[config.mk]
export PLATFORM = sky130hd
export DESIGN_NAME = ysyx_23060191_ifu_flat
export DESIGN_NICKNAME = d
export VERILOG_FILES = /design/src/rtl/ysyx_23060191_ifu_if.sv /design/src/rtl/ysyx_23060191_ifu.sv /design/src/flat_wrapper.sv
export SDC_FILE = /design/constraint.sdc
export NUM_CORES = 1
export LEC_CHECK = 0
export BUFFER_PORTS_ARGS = -buffer_cell sky130_fd_sc_hd__buf_2
export CORE_MARGIN = 4
export CORE_UTILIZATION = 49
export DETAILED_ROUTE_END_ITERATION = 8
export PLACE_DENSITY = 0.8
export SYNTH_ARGS = -nofsm -noshare
export SYNTH_HDL_FRONTEND = slang
export SYNTH_SLANG_ARGS = --single-unit
[constraint.sdc]
create_clock -name clk -period 2.48 [get_ports clk]
set_input_delay 0.248 -clock clk [delete_from_list [all_inputs] [get_ports clk]]
set_output_delay 0.248 -clock clk [all_outputs]
set_load 0.02 [all_outputs]
[src/rtl/ysyx_23060191_ifu_if.sv]
// ysyx_23060191_ifu_if: instruction-memory, redirect and decoder handshakes of the fetch unit.
interface ysyx_23060191_ifu_if #(
    parameter int CPU_WIDTH = 32
);
    logic                 imem_req_valid;
    logic                 imem_req_ready;
    logic [CPU_WIDTH-1:0] imem_req_addr;
    logic                 imem_rsp_valid;
    logic [CPU_WIDTH-1:0] imem_rsp_data;
    logic                 redirect_valid;
    logic [CPU_WIDTH-1:0] redirect_pc;
    logic                 inst_valid;
    logic                 inst_ready;
    logic [CPU_WIDTH-1:0] inst;
    logic [CPU_WIDTH-1:0] inst_pc;

    modport master (
        output imem_req_valid, imem_req_addr, inst_valid, inst, inst_pc,
        input  imem_req_ready, imem_rsp_valid, imem_rsp_data, redirect_valid, redirect_pc, inst_ready
    );

    modport slave (
        input  imem_req_valid, imem_req_addr, inst_valid, inst, inst_pc,
        output imem_req_ready, imem_rsp_valid, imem_rsp_data, redirect_valid, redirect_pc, inst_ready
    );
endinterface

[src/rtl/ysyx_23060191_ifu.sv]
// ysyx_23060191_ifu: single-outstanding instruction fetch FSM with redirect squash and stale-response drop.
module ysyx_23060191_ifu #(
    parameter int                   CPU_WIDTH = 32,
    parameter logic [CPU_WIDTH-1:0] RESET_PC  = 32'h8000_0000
) (
    input  logic                clk,
    input  logic                rst_n,
    ysyx_23060191_ifu_if.master bus
);
    localparam logic [1:0] S_REQ  = 2'd0;
    localparam logic [1:0] S_WAIT = 2'd1;
    localparam logic [1:0] S_HOLD = 2'd2;
    localparam logic [1:0] S_DROP = 2'd3;
    localparam logic [CPU_WIDTH-1:0] ALIGN = {{(CPU_WIDTH-2){1'b1}}, 2'b00};

    logic [1:0]           state, state_n;
    logic [CPU_WIDTH-1:0] pc, pc_n, inst_q, inst_pc_q;
    logic                 load;
    logic                 redir, rsp;
    logic [CPU_WIDTH-1:0] rpc;

    assign redir = bus.redirect_valid;
    assign rsp   = bus.imem_rsp_valid;
    assign rpc   = bus.redirect_pc & ALIGN;

    assign bus.imem_req_valid = rst_n && state == S_REQ;
    assign bus.imem_req_addr  = pc;
    assign bus.inst_valid     = rst_n && state == S_HOLD && !redir;
    assign bus.inst           = inst_q;
    assign bus.inst_pc        = inst_pc_q;

    // A redirect always wins; it only decides whether an in-flight response must still be drained.
    always_comb begin
        state_n = state;
        pc_n    = pc;
        load    = 1'b0;
        case (state)
            S_REQ: begin
                pc_n    = redir ? rpc : pc;
                state_n = bus.imem_req_ready ? (redir ? S_DROP : S_WAIT) : S_REQ;
            end
            S_WAIT: begin
                pc_n    = redir ? rpc : pc;
                load    = rsp && !redir;
                state_n = redir ? (rsp ? S_REQ : S_DROP) : (rsp ? S_HOLD : S_WAIT);
            end
            S_HOLD: begin
                pc_n    = redir ? rpc : (bus.inst_ready ? pc + CPU_WIDTH'(4) : pc);
                state_n = (redir || bus.inst_ready) ? S_REQ : S_HOLD;
            end
            default: begin
                pc_n    = redir ? rpc : pc;
                state_n = rsp ? S_REQ : S_DROP;
            end
        endcase
    end

    always_ff @(posedge clk) begin
        if (!rst_n) begin
            state     <= S_REQ;
            pc        <= RESET_PC & ALIGN;
            inst_q    <= '0;
            inst_pc_q <= '0;
        end else begin
            state <= state_n;
            pc    <= pc_n;
            if (load) begin
                inst_q    <= bus.imem_rsp_data;
                inst_pc_q <= pc;
            end
        end
    end
endmodule

[src/flat_wrapper.sv]
// flat-port wrapper written by rule: the top's interface ports become plain ports
module ysyx_23060191_ifu_flat 
#(
    parameter int                   CPU_WIDTH = 32,
    parameter logic [CPU_WIDTH-1:0] RESET_PC  = 32'h8000_0000
)
  (clk, rst_n, bus_imem_req_valid, bus_imem_req_addr, bus_inst_valid, bus_inst, bus_inst_pc, bus_imem_req_ready, bus_imem_rsp_valid, bus_imem_rsp_data, bus_redirect_valid, bus_redirect_pc, bus_inst_ready);
  ysyx_23060191_ifu_if #(.CPU_WIDTH(CPU_WIDTH)) bus_i ();
  input  logic clk;
  input  logic rst_n;
  output wire logic [$bits(bus_i.imem_req_valid)-1:0] bus_imem_req_valid;
  output wire logic [$bits(bus_i.imem_req_addr)-1:0] bus_imem_req_addr;
  output wire logic [$bits(bus_i.inst_valid)-1:0] bus_inst_valid;
  output wire logic [$bits(bus_i.inst)-1:0] bus_inst;
  output wire logic [$bits(bus_i.inst_pc)-1:0] bus_inst_pc;
  input wire logic [$bits(bus_i.imem_req_ready)-1:0] bus_imem_req_ready;
  input wire logic [$bits(bus_i.imem_rsp_valid)-1:0] bus_imem_rsp_valid;
  input wire logic [$bits(bus_i.imem_rsp_data)-1:0] bus_imem_rsp_data;
  input wire logic [$bits(bus_i.redirect_valid)-1:0] bus_redirect_valid;
  input wire logic [$bits(bus_i.redirect_pc)-1:0] bus_redirect_pc;
  input wire logic [$bits(bus_i.inst_ready)-1:0] bus_inst_ready;
  assign bus_imem_req_valid = bus_i.imem_req_valid;
  assign bus_imem_req_addr = bus_i.imem_req_addr;
  assign bus_inst_valid = bus_i.inst_valid;
  assign bus_inst = bus_i.inst;
  assign bus_inst_pc = bus_i.inst_pc;
  assign bus_i.imem_req_ready = bus_imem_req_ready;
  assign bus_i.imem_rsp_valid = bus_imem_rsp_valid;
  assign bus_i.imem_rsp_data = bus_imem_rsp_data;
  assign bus_i.redirect_valid = bus_redirect_valid;
  assign bus_i.redirect_pc = bus_redirect_pc;
  assign bus_i.inst_ready = bus_inst_ready;
  ysyx_23060191_ifu #(.CPU_WIDTH(CPU_WIDTH), .RESET_PC(RESET_PC)) u_core (.clk(clk), .rst_n(rst_n), .bus(bus_i));
endmodule
==> results of run 1 <==
## cell families after synthesis
group                    synth area share
AO/OA/AOI/OAI                       0.238
XOR/XNOR                          0.00585
adder cells (fa/ha/maj)            0.0111
buffers and inverters              0.0518
flip-flops                          0.419
other                            0.000835
AND/OR/NAND/NOR                     0.274
## worst register-to-register path, delay by kind of cell, from the launching register on
family / cells / cell delay, ns
flops: 1 / 0.50
compound gates: 1 / 0.16
fa+ha+maj: 1 / 0.30
simple gates: 3 / 0.94
buf+inv: 1 / 0.26
## per-layer routing
layer | share of wire | vias to the layer above | global-route usage
met5 | 0 | - | 0
met2 | 0.47 | 234 | 0.420
met4 | 0.018 | 0 | 0.0836
met3 | 0.089 | 25 | 0.0529
li1 | - | 2280 | -
met1 | 0.42 | 2196 | 0.309
## registers in the layout (all words and copies together), names as in the netlist
register                  count
u_core.bus.imem_req_addr     30
u_core.bus.inst_pc           30
u_core.bus.inst              32
u_core.state                  2
## through the flow
step | cell area (sq um) | total power [mW] | utilization
CTS | 5590 | 3.09 | 0.635
global route | 5590 | 3.19 | 0.635
detailed placement | 5410 | 2.14 | 0.614
floorplan | 4500 | 1.95 | -
finish | 5590 | 3.07 | 0.635
global placement | 5410 | 2.12 | 0.614
## cell usage in the layout, fill, tap and decap left out, drive strengths merged, types with 9 or more instances in the layout
master,count
buf,182
nand2,153
dfxtp,94
a21boi,65
o21ai,21
nand3,16
nand4,14
nor2,14
inv,13
nor4,11
clkbuf,10
a311oi,9
nor3,9
## final timing paths
kind | start | endpoint | slack, ns | depth (start not counted)
worst max-delay path | u_core.state[1]$_SDFF_PN0_ | bus_inst_valid | 0.18 | 4
worst max register to register | u_core.bus.imem_req_addr[2]$_SDFFE_PN0P_ | u_core.bus.imem_req_addr[14]$_SDFFE_PN0P_ | 0.27 | 6
worst min-delay path | bus_redirect_pc[2] | u_core.bus.imem_req_addr[2]$_SDFFE_PN0P_ | 0.10 | 2
worst min register to register | u_core.bus.inst_pc[14]$_SDFFE_PN0P_ | u_core.bus.inst_pc[14]$_SDFFE_PN0P_ | 0.46 | 2
## power breakdown
part           switching [mW]  internal (mW)
combinational           0.270          0.180
sequential             0.0880           1.57
clock                   0.582          0.384
total                   0.940           2.13
## final cells by class
type,instances,share of cell area
Clock buffer,10,0.0228
Clock inverter,6,0.00918
Inverter,9,0.00604
Multi-Input combinational cell,413,0.429
Sequential cell,94,0.337
Tap cell,108,0.0242
Timing Repair Buffer,182,0.172
==> out/summary.md, run 1 <==
Of all nets on the critical path, the largest fanout is 13. In this run the static leakage power is 2.35 nW. Final hold slack: 0.100 ns.

TritonCTS created 9 clock buffers. For the pin with the worst max-slew slack, the measured transition is 1.14 ns. The core region is 8810 sq um. Summing all multi-input logic gate instances after layout gives 2400 sq um.

Maximum single-stage delay on the critical path: 0.65 ns. The final clock period utilization by the worst path is 0.927, and the maximum VDD drop is 0.341 mV. Buffers placed on the I/O ports in this run total 161. The setup skew after layout was 0.0133 ns.

The first global-routing pass estimated 22,100 microns of wire. The area growth from synthesis to layout is 24.4%. The maximum number of pins on one net before global-route repair came out at 63.

The synthesized design spends more area on one cell type than any other, namely sky130_fd_sc_hd__dfxtp_1. At the end of the flow, the number of nets in the layout was 783. For this design the ratio of total power to cell area is 550 nW/um^2. Setup violations remaining at the end of the flow were counted as 0. After layout, the worst setup slack is 0.182 ns.

Sequential share of the synthesized area: 0.419. The total global routing track utilization is 0.246, and the placement row count is 34. Once layout is complete, the cells apart from fillers number 822. The pre-antenna-repair detailed-routing pass consisted of 6 iterations.

At the worst endpoint, the required time is 2.23 ns. The clock passes through at most 2 buffers. sky130_fd_sc_hd__nand2_1 is the most common cell in the netlist.

The die is 104 microns tall. Counting flops with a built-in enable in the synthesized netlist gives 0. The routed layout has 4,735 vias. In the final layout, flip-flops and latches occupy 1880 sq um. The signal on the critical path passes through nor3b_2 -> nand2_1 -> inv_1 -> buf_2. The H-tree was split into 3 levels.

After detailed routing, the average wire length per cell comes to 16.5 microns. The relative slew slack was 0.237; the overall die area was 10,800 sq um. After detailed routing, the number of remaining DRC violations is 0. The logs give 0 for the number of antenna violations at the first check in global routing and 0.37 ns for the source-to-sink clock delay at the later pin of the worst-skew pair. The mean cell area of the mapped netlist was 8.04 sq um. The logs give 168 for the I/O pin total and 0 ns for the setup TNS after final layout.

Counting the fill cells in the layout gives 803. Yosys printed 0 warnings. In this run the cell area of the synthesized design comes to 4490 sq um. The instance count of the mapped netlist is 559.

The worst hold path belongs to the class input pin to flip-flop. The logs give 94 for the total clock sinks and 0 for the total congestion overflow after global routing. Gates resized during post-CTS repair numbered 0. The run gives 4,462 as the number of global-route vias before repair. For this run, the leading register cell type out of synthesis is sky130_fd_sc_hd__dfxtp_1. The average via count per standard cell came out at 5.76. The flow ran to the end, and the final reports show no timing, DRC or antenna violations. The number of buffers inserted by hold repair at cts is 0, and the max capacitance violation total is 0. The family with the most delay on the worst path was simple AND/OR/NAND/NOR gates. TritonCTS built the clock tree. The count of nets left with antenna violations once routing finished came out at 0. Share of final-layout standard cells stronger than drive strength 1: 0.286. The final period demand of the worst path was 2.30 ns; the proportion of synthesized flip-flops having asynchronous set or reset was 0. The tools report the final hold violation count as 0.

Data arrives at the worst endpoint at 2.05 ns. The die is 104 microns wide. For this run, the top clock speed supported by timing is 0.435 GHz. For the number of max-slew violations in the final report, the log shows 0. Category of the most critical setup path: flip-flop to output port.

Final estimated routing congestion in global placement: 0.942. The run gives 806 as the number of cells after detailed placement. STA classifies the critical path endpoint as an output port. In this run the post-CTS setup repair buffer count came out at 0. By count the netlist is led by sky130_fd_sc_hd__nand2_1, sky130_fd_sc_hd__dfxtp_1, sky130_fd_sc_hd__a21boi_0, sky130_fd_sc_hd__clkbuf_1, sky130_fd_sc_hd__o21ai_0. The tools report the worst slack at placement as 0.245 ns. Startpoint class of the critical path: a flip-flop.

After synthesis, the cell types taking the most area are sky130_fd_sc_hd__dfxtp_1, sky130_fd_sc_hd__nand2_1, sky130_fd_sc_hd__a21boi_0. The logs give 390 for the violation count after the first detailed-route iteration and 0 for the count of antenna diodes in the layout. The flip-flop and latch count after synthesis is 94. Standard cell with the maximum stage delay on the critical path: sky130_fd_sc_hd__nor3b_2. Clock-pin slew was measured on the worst setup and hold paths at 0.09 ns.

The initial cell density of the core was 0.510. CTS placed an instance of sky130_fd_sc_hd__clkbuf_8 at the clock tree root. Wires add up to 13,500 microns. The count of buffer and inverter cells on the critical path is 2, and the placed wire-length estimate after detailed placement is 10,000 microns.

Yosys mapped the design onto 50 distinct sky130hd cell types. Setup repair after global routing left no endpoint under its margin. The area share of the largest cell type after synthesis is 0.419.
Power figures use the tool's default switching activity.
==> run 2, diff against run 1 <==
- ABC_AREA: unset -> 1
- CORE_UTILIZATION: 49 -> 50
==> run 2 against run 1 <==
Global-route usage barely moved; clock-buffer cell count up 2; clock skew is 0.0044 ns higher; routed wire length shrank 1.0%; worst setup slack gained 0.39 ns; sequential power about the same; synthesized cell count increased by 23%; register-to-register slack improved by 0.30 ns; cell count is 14% higher; worst hold slack improved by 0.048 ns; power up 4.5%; maximum frequency up 21%; largest cell class unchanged.
==> out/summary.md, run 2 <==
The run finished with clean final reports. The die outline height is 105 microns (+1.1%). The tools report the total congestion overflow after global routing as 0 (unchanged). The number of antenna violations at the first check in global routing was 0 (unchanged); the width of the chip was 105 microns (+1.1%).

For the number of max-slew violations in the final report, the log shows 0 (unchanged). Worst hold path class: input pin to flip-flop. The capturing point of the worst reg2reg path was u_core.bus.imem_req_addr[18]$_SDFFE_PN0P_. The count of buffers added by post-CTS timing repair for setup was 0 (unchanged). The share of final-layout standard cells stronger than drive strength 1 was 0.264 (-0.0215). The area share of the largest cell type after synthesis came out at 0.401 (-0.0184).

The routed wire length per instance came out at 14.2 microns (-13%). The sequential share of power was 0.516 (-0.023). The clock transition at the registers of the reported paths is 0.09 ns (about the same). Sorting the synthesized cells by area gives the leading types as sky130_fd_sc_hd__dfxtp_1, sky130_fd_sc_hd__nand2_1, sky130_fd_sc_hd__nand3_1.

The run gives 2 (unchanged) as the maximum clock path buffer count. The cell taking the most area after synthesis is sky130_fd_sc_hd__dfxtp_1. The setup skew after layout was 0.0177 ns (+0.00438 ns).

The netlist area before placement is 4700 sq um (+4.6%), and the final hold violation count is 0 (unchanged). The remaining routing DRC violations came out at 0 (unchanged). The arrival time at the worst endpoint was 2.17 ns (+0.12 ns).

In the layout the commonest cells are sky130_fd_sc_hd__buf_2, sky130_fd_sc_hd__nand2_1, sky130_fd_sc_hd__nand3_1, sky130_fd_sc_hd__dfxtp_1, sky130_fd_sc_hd__a21oi_1. Clock group share of total power: 0.323 (+0.009). The tools report the worst path setup slack after routing as 0.573 ns (+0.391 ns). The average via count per standard cell came out at 5.34 (-7.3%). The logs give 35 (+2.9%) for the placement row count and 13,400 microns (-1.0%) for the total length of routed wires. The number of stages on the worst hold path was 3 (+1).

Standard cell with the maximum stage delay on the critical path: sky130_fd_sc_hd__dfxtp_1. The run gives 0.963 mW (+2.4%) as the net switching component of the power. The leading cell type in the layout, fill and taps excluded was sky130_fd_sc_hd__buf_2. The I/O pin total was 168 (unchanged); the worst slack at placement was 0.620 ns (+0.375 ns).

The flip-flop count of the largest register after layout is 32 (unchanged). For the sequential share of the synthesized area, the log shows 0.401 (-0.0184). The tools report the iteration count of the initial detailed-routing pass as 4 (-2). Count of flip-flops with a built-in enable after synthesis: 0 (unchanged). TritonCTS built the clock tree. The relative slew slack is 0.594 (+0.357), and the setup TNS after final layout is 0 ns (unchanged). Switching share of power: 0.300 (-0.00626).

The initial cell density of the core was 0.511 (+0.000796). The area added between synthesis and finish was 21.4%. The portion of total power attributed to combinational logic is 0.161 (+0.014), and the total placed instance area is 5500 sq um (+1.7%).

The signal on the critical path passes through inv_2 -> nor2_4 -> nand2_2 -> nand2_4 -> inv_2 -> nor2_1 -> nand2_1 -> o21bai_1 -> inv_1. The setup slack on the worst flop-to-flop path came out at 0.57 ns (+0.30 ns). The worst reg2reg path depth is 9 (+3).

Counting instances in the post-synthesis netlist gives the leading cell types as sky130_fd_sc_hd__nand2_1, sky130_fd_sc_hd__dfxtp_1, sky130_fd_sc_hd__nand3_1, sky130_fd_sc_hd__a21oi_1, sky130_fd_sc_hd__nor2_1. The total global routing track utilization came out at 0.246 (about the same). The level count of the clock H-tree came out at 3 (unchanged).

The logs give 0.913 (-3.1%) for the final estimated routing congestion in global placement and 0.36 ns (about the same) for the source-to-sink clock delay at the later pin of the worst-skew pair. The transition time at the pin with the least slew margin is 0.609 ns (-0.535 ns). The number of cells after detailed placement came out at 924 (+15%). Setup repair after global routing left no endpoint under its margin.

In this design, the critical path's most frequently occurring cell is sky130_fd_sc_hd__inv_2. The count of antenna diodes in the layout was 0 (unchanged). The run gives 0 (unchanged) as the number of setup violations in the final report. The worst hold path begins at bus_imem_rsp_data[8].

The proportion of synthesized flip-flops having asynchronous set or reset was 0 (unchanged). The startpoint class of the critical path was a flip-flop. The category of the most critical setup path is flip-flop to flip-flop. Among all flip-flop cells after synthesis, the most frequent one is sky130_fd_sc_hd__dfxtp_1.

The final period demand of the worst path was 1.91 ns (-0.391 ns). The cell at the root of the clock tree was sky130_fd_sc_hd__clkbuf_8. The power per unit of standard cell area came out at 563 nW/um^2 (+2.4%).

The maximum number of pins on one net before global-route repair is 63 (unchanged), and the unique cell type count in the Yosys netlist is 38 (-24%). The mean cell area of the mapped netlist works out to 6.86 sq um (-15%). The largest fanout of any net on the critical path works out to 30 (+17). The placed wire-length estimate after detailed placement was 9950 microns (-0.54%); the flip-flop and latch count after synthesis was 94 (unchanged). The run gives 0.296 mV (-13%) as the maximum VDD drop.

The total clock sinks is 94 (unchanged). The tools report the overall die area as 11,000 sq um (+2.3%). The tools report the leakage power summed over all cells as 2.50 nW (+6.4%). For hold timing, the worst endpoint is u_core.bus.inst[8]$_SDFFE_PN0P_. The maximum single-stage delay on the critical path was 0.46 ns (-0.19 ns).

By instance count, the leading cell after synthesis is sky130_fd_sc_hd__nand2_1. Final layout net count: 898 (+15%). The tools report the instance count of the mapped netlist as 685 (+23%).

The critical path data required time was 2.74 ns (+0.51 ns). Post-layout instance count excluding filler cells: 940 (+14%). The run gives 0 (unchanged) as the number of warnings issued by yosys. The final clock period utilization by the worst path was 0.769 (-0.158). For the cell area after layout, the log shows 5710 sq um (+2.1%). The final antenna-violating net count is 0 (unchanged), and the max capacitance violation total is 0 (unchanged). The internal power came out at 2.25 mW (+5.5%). For the clock buffer count from CTS, the log shows 9 (unchanged).

The launch instance of the worst register-to-register path was u_core.state[1]$_SDFF_PN0_. The core region area was 9200 sq um (+4.4%); the via count was 5,018 (+6.0%). Type of element capturing the critical path: a flip-flop.

The number of global-route vias before repair is 4,930 (+10%), and the final standard cell utilization of the core is 0.620 (-0.0143). The wire length of the first global-routing pass is 22,700 microns (+2.8%). The count of buffers inserted at the top-level ports is 161 (unchanged), and the number of buffers inserted by hold repair at cts is 0 (unchanged). The logs give 401 (+2.8%) for the violation count after the first detailed-route iteration and 0 (unchanged) for the total of cells resized after clock tree synthesis. The run gives 0.524 GHz (+21%) as the maximum clock rate.
-- run 2: cell count changes after synthesis, moves of 7 or more --
| cell | before | now |
|---|---|---|
| sky130_fd_sc_hd__a311oi_1 | 9 | 0 |
| sky130_fd_sc_hd__inv_2 | 0 | 9 |
| sky130_fd_sc_hd__a21boi_0 | 65 | 0 |
| sky130_fd_sc_hd__and3_1 | 8 | 0 |
| sky130_fd_sc_hd__a211oi_1 | 7 | 0 |
| sky130_fd_sc_hd__inv_1 | 9 | 36 |
| sky130_fd_sc_hd__nor2_1 | 14 | 80 |
| sky130_fd_sc_hd__a21oi_1 | 6 | 86 |
| sky130_fd_sc_hd__nand4_1 | 14 | 2 |
| sky130_fd_sc_hd__nand3_1 | 16 | 94 |
| sky130_fd_sc_hd__nor4_1 | 11 | 0 |
| sky130_fd_sc_hd__clkbuf_1 | 36 | 23 |
| sky130_fd_sc_hd__buf_2 | 3 | 13 |
-- run 2: worst max-delay path by stage --
stage / endpoint / from / slack [ns] / cells after the start
after detailed placement: u_core.bus.imem_req_addr[18]$_SDFFE_PN0P_ / u_core.state[1]$_SDFF_PN0_ / 0.62 / 9
final: u_core.bus.imem_req_addr[18]$_SDFFE_PN0P_ / u_core.state[1]$_SDFF_PN0_ / 0.57 / 9
after CTS: u_core.bus.imem_req_addr[18]$_SDFFE_PN0P_ / u_core.state[1]$_SDFF_PN0_ / 0.59 / 9
after global routing: u_core.bus.imem_req_addr[18]$_SDFFE_PN0P_ / u_core.state[1]$_SDFF_PN0_ / 0.41 / 9
after global placement: u_core.bus.imem_req_addr[18]$_SDFFE_PN0P_ / u_core.state[1]$_SDFF_PN0_ / 0.65 / 9
after floorplan: u_core.bus.inst_pc[21]$_SDFFE_PN0P_ / bus_redirect_valid / 0.85 / 9
-- run 2: power by group through the flow --
stage | logic (mW) | registers (mW) | clock network [mW]
2_1_floorplan | 0.281 | 1.74 | 0
3_3_place_gp | 0.504 | 1.69 | 0
3_5_place_dp | 0.517 | 1.69 | 0
4_1_cts | 0.518 | 1.66 | 1.06
5_1_grt | 0.576 | 1.67 | 1.13
6_report | 0.518 | 1.66 | 1.04
-- run 2: critical path, delay by kind of cell (launching register included) --
family | cells | cell delay [ns]
AO/OA/AOI/OAI | 1 | 0.12
buffers and inverters | 3 | 0.40
flip-flops | 1 | 0.46
AND/OR/NAND/NOR | 5 | 0.85
-- run 2: through the flow --
stage | total power, mW | hold WS (ns)
3_5_place_dp | 2.21 | 0.451
6_report | 3.21 | 0.148
3_3_place_gp | 2.19 | 0.446
5_1_grt | 3.38 | 0.130
4_1_cts | 3.23 | 0.131
2_1_floorplan | 2.02 | 0.413
-- run 2: metal layers --
layer	GRT usage	part of all wire	vias to the layer above
met5	0	0	-
met4	0.0862	0.014	0
met3	0.0457	0.065	17
met2	0.421	0.48	176
met1	0.310	0.44	2298
li1	-	-	2527
-- run 2: final cells by class --
class | instances | area (sq um)
clock inverters | 4 | 56.3
clock buffers | 12 | 145
well taps | 111 | 139
multi-input cells | 501 | 2430
inverters | 47 | 176
repair buffers | 171 | 881
fillers | 868 | 3490
flip-flops and latches | 94 | 1880
-- run 2: cell families after synthesis --
kind of cell	Yosys count	share of synthesized area
AND/OR/NAND/NOR	360	0.344
AO/OA/AOI/OAI	133	0.156
flip-flops	94	0.401
buffers and inverters	93	0.0881
adder cells (fa/ha/maj)	4	0.0107
other	1	0.000798
==> run 3, diff against run 2 <==
- CORE_UTILIZATION: 50 -> 45
- PLACE_DENSITY: 0.8 -> 0.76
- clock period: 2.48 -> 1.6 ns (I/O delays scaled with it)
==> run 3 against run 2 <==
Combinational power up 81%; via count up 1.8%; register-to-register slack worse by 0.46 ns; sequential power up 53%; maximum frequency up 28%; critical endpoint unchanged; largest cell class unchanged; highest routed layer unchanged.
==> out/summary.md, run 3 (synthesized netlist as in run 2, its figures left out) <==
Count of buffers inserted at the top-level ports: 161 (unchanged). The die outline height was 110 microns (+5.0%); the source-to-sink clock delay at the later pin of the worst-skew pair was 0.38 ns (+0.02 ns). Leading cell type in the layout, fill and taps excluded: sky130_fd_sc_hd__buf_2.

The final clock period utilization by the worst path works out to 0.932 (+0.163). The tools report the startpoint class of the critical path as a flip-flop. The core region area is 10,200 sq um (+11%), and the power per unit of standard cell area is 851 nW/um^2 (+51%). The total congestion overflow after global routing is 0 (unchanged).

The average via count per standard cell works out to 5.14 (-3.7%). For the total global routing track utilization, the log shows 0.228 (-0.0179). The arrival time at the worst endpoint is 1.76 ns (-0.41 ns), and the overall power of the completed layout is 5.15 mW (+60%). The maximum VDD drop came out at 0.460 mV (+56%). For the final antenna-violating net count, the log shows 0 (unchanged). The run gives 4,670 (-5.3%) as the number of global-route vias before repair. The maximum single-stage delay on the critical path was 0.35 ns (-0.11 ns). The tools report the clock buffer count from CTS as 9 (unchanged).

The post-layout instance count excluding filler cells is 993 (+5.6%). The max capacitance violation total is 0 (unchanged), and the worst path setup slack after routing is 0.109 ns (-0.465 ns). For this design, the slowest cell found on the critical path is sky130_fd_sc_hd__dfxtp_2. The final period demand of the worst path is 1.49 ns (-0.415 ns), and the count of buffer and inverter cells on the critical path is 3 (unchanged). The maximum clock path buffer count is 2 (unchanged).

The most repeated library cell on the critical path is sky130_fd_sc_hd__nand2_4. The tools report the violation count after the first detailed-route iteration as 357 (-11%). The via count was 5,106 (+1.8%). TritonCTS built the clock tree. The largest fanout of any net on the critical path is 5 (-83%).

The logs give 0.887 (-2.8%) for the final estimated routing congestion in global placement and 94 (unchanged) for the total clock sinks. The iteration count of the initial detailed-routing pass was 4 (unchanged). Family with the most delay on the worst path: simple AND/OR/NAND/NOR gates. The tools report the setup skew after layout as 0.0122 ns (-0.00542 ns). The worst hold path class is input pin to flip-flop.

The maximum number of pins on one net before global-route repair is 63 (unchanged). The width of the chip is 110 microns (+5.0%), and the overall die area is 12,100 sq um (+10%). Number of max-slew violations in the final report: 0 (unchanged). Worst slack at placement: 0.0852 ns (-0.535 ns). The type of element capturing the critical path is a flip-flop.

Setup repair after global routing left no endpoint under its margin. The tools report the final standard cell utilization of the core as 0.592 (-0.0285). The root buffer cell chosen for the clock tree is sky130_fd_sc_hd__clkbuf_8.

The setup TNS after final layout was 0 ns (unchanged); the wire length of the first global-routing pass was 22,100 microns (-2.7%). The final hold violation count came out at 0 (unchanged). The critical path goes through ha_1 -> nand2_2 -> inv_2 -> nand2_4 -> nor2_4 -> nand2_4 -> clkinv_1 -> nand3b_1 -> nand2_1 -> o21bai_1 -> inv_1. Area added between synthesis and finish: 28.9%. The total length of routed wires is 14,100 microns (+5.0%), and the level count of the clock H-tree is 3 (unchanged).

The routed wire length per instance was 14.2 microns (-0.56%); the leakage power summed over all cells was 2.67 nW (+6.9%). The logs give 1,029 (+19%) for the count of filler cells inserted in the layout and 0 (unchanged) for the number of setup violations in the final report. Placed wire-length estimate after detailed placement: 10,300 microns (+3.8%). The setup path with the least slack is of type flip-flop to flip-flop. The number of antenna violations at the first check in global routing is 0 (unchanged).

The share of final-layout standard cells stronger than drive strength 1 was 0.319 (+0.0544). The initial cell density of the core was 0.459 (-0.0517); the count of antenna diodes in the layout was 0 (unchanged). The number of cells after detailed placement was 977 (+5.7%). The run finished with clean final reports.

The logs give 926 (+3.1%) for the final layout net count and 0 (unchanged) for the remaining routing DRC violations. The placement row count is 37 (+5.7%), and the maximum clock rate is 0.671 GHz (+28%). The I/O pin total is 168 (unchanged).

The flip-flop count of the largest register after layout was 32 (unchanged). The critical path data required time is 1.87 ns (-0.87 ns), and the clock transition at the registers of the reported paths is 0.10 ns (about the same). The library cells used most frequently in the layout, excluding fill and tap cells, are sky130_fd_sc_hd__buf_2, sky130_fd_sc_hd__nand2_1, sky130_fd_sc_hd__nand3_1.
[run 3: cell count changes in the layout (fill, tap and decap cells not counted), sizes merged]
cell / previous run / this run
buf: 171 / 199
clkbuf: 12 / 10
clkinv: 5 / 4
clkinvlp: 0 / 1
inv: 45 / 47
[run 3: final timing paths]
kind	from	end	slack (ns)	depth (start not counted)
worst min register to register	u_core.bus.inst[10]$_SDFFE_PN0P_	u_core.bus.inst[10]$_SDFFE_PN0P_	0.46	2
worst max-delay path	u_core.bus.imem_req_addr[2]$_SDFFE_PN0P_	u_core.bus.imem_req_addr[18]$_SDFFE_PN0P_	0.11	11
worst max register to register	u_core.bus.imem_req_addr[2]$_SDFFE_PN0P_	u_core.bus.imem_req_addr[18]$_SDFFE_PN0P_	0.11	11
worst min-delay path	bus_imem_rsp_data[3]	u_core.bus.inst[3]$_SDFFE_PN0P_	0.05	3
[run 3: where the power goes]
group          internal [mW]  total [mW]  switching [mW]
clock                  0.777        1.67           0.897
combinational          0.351       0.936           0.585
sequential              2.44        2.54           0.100
total                   3.57        5.15            1.58
[run 3: through the flow]
stage / area [sq um] / hold slack [ns]
after floorplan: 4710 / 0.325
after global placement: 5810 / 0.432
after detailed placement: 5810 / 0.439
after CTS: 6010 / 0.0283
after global routing: 6060 / 0.0455
final: 6060 / 0.0482
[run 3: repair_timing]
action                                  CTS  global route
setup buffers                             0             0
hold buffers                              0             0
resized for setup                         0            24
endpoints found under the setup margin    0            19
[run 3: final cells by class]
class | instances | area (sq um) | share of cell area
clock buffer | 10 | 138 | 0.0227
clock inverter | 6 | 68.8 | 0.0114
inverter | 47 | 176 | 0.0291
multi-input combinational | 501 | 2450 | 0.404
sequential | 94 | 1900 | 0.314
tap | 136 | 170 | 0.0281
timing repair buffer | 199 | 1150 | 0.190
[run 3: per-layer routing]
metal	routed length, microns	vias up	track usage	share of wire
li1	-	2585	-	-
met1	6190	2327	0.299	0.44
met2	6680	167	0.383	0.47
met3	921	27	0.0309	0.065
met4	277	0	0.0827	0.020
met5	0	-	0	0
[run 3: worst register-to-register path, cell delays in order, from the launching register on]
cell,delay (ns)
sky130_fd_sc_hd__dfxtp_2,0.35
sky130_fd_sc_hd__ha_1,0.23
sky130_fd_sc_hd__nand2_2,0.10
sky130_fd_sc_hd__inv_2,0.06
sky130_fd_sc_hd__nand2_4,0.08
sky130_fd_sc_hd__nor2_4,0.05
sky130_fd_sc_hd__nand2_4,0.10
sky130_fd_sc_hd__clkinv_1,0.11
sky130_fd_sc_hd__nand3b_1,0.09
sky130_fd_sc_hd__nand2_1,0.05
sky130_fd_sc_hd__o21bai_1,0.12
sky130_fd_sc_hd__inv_1,0.05
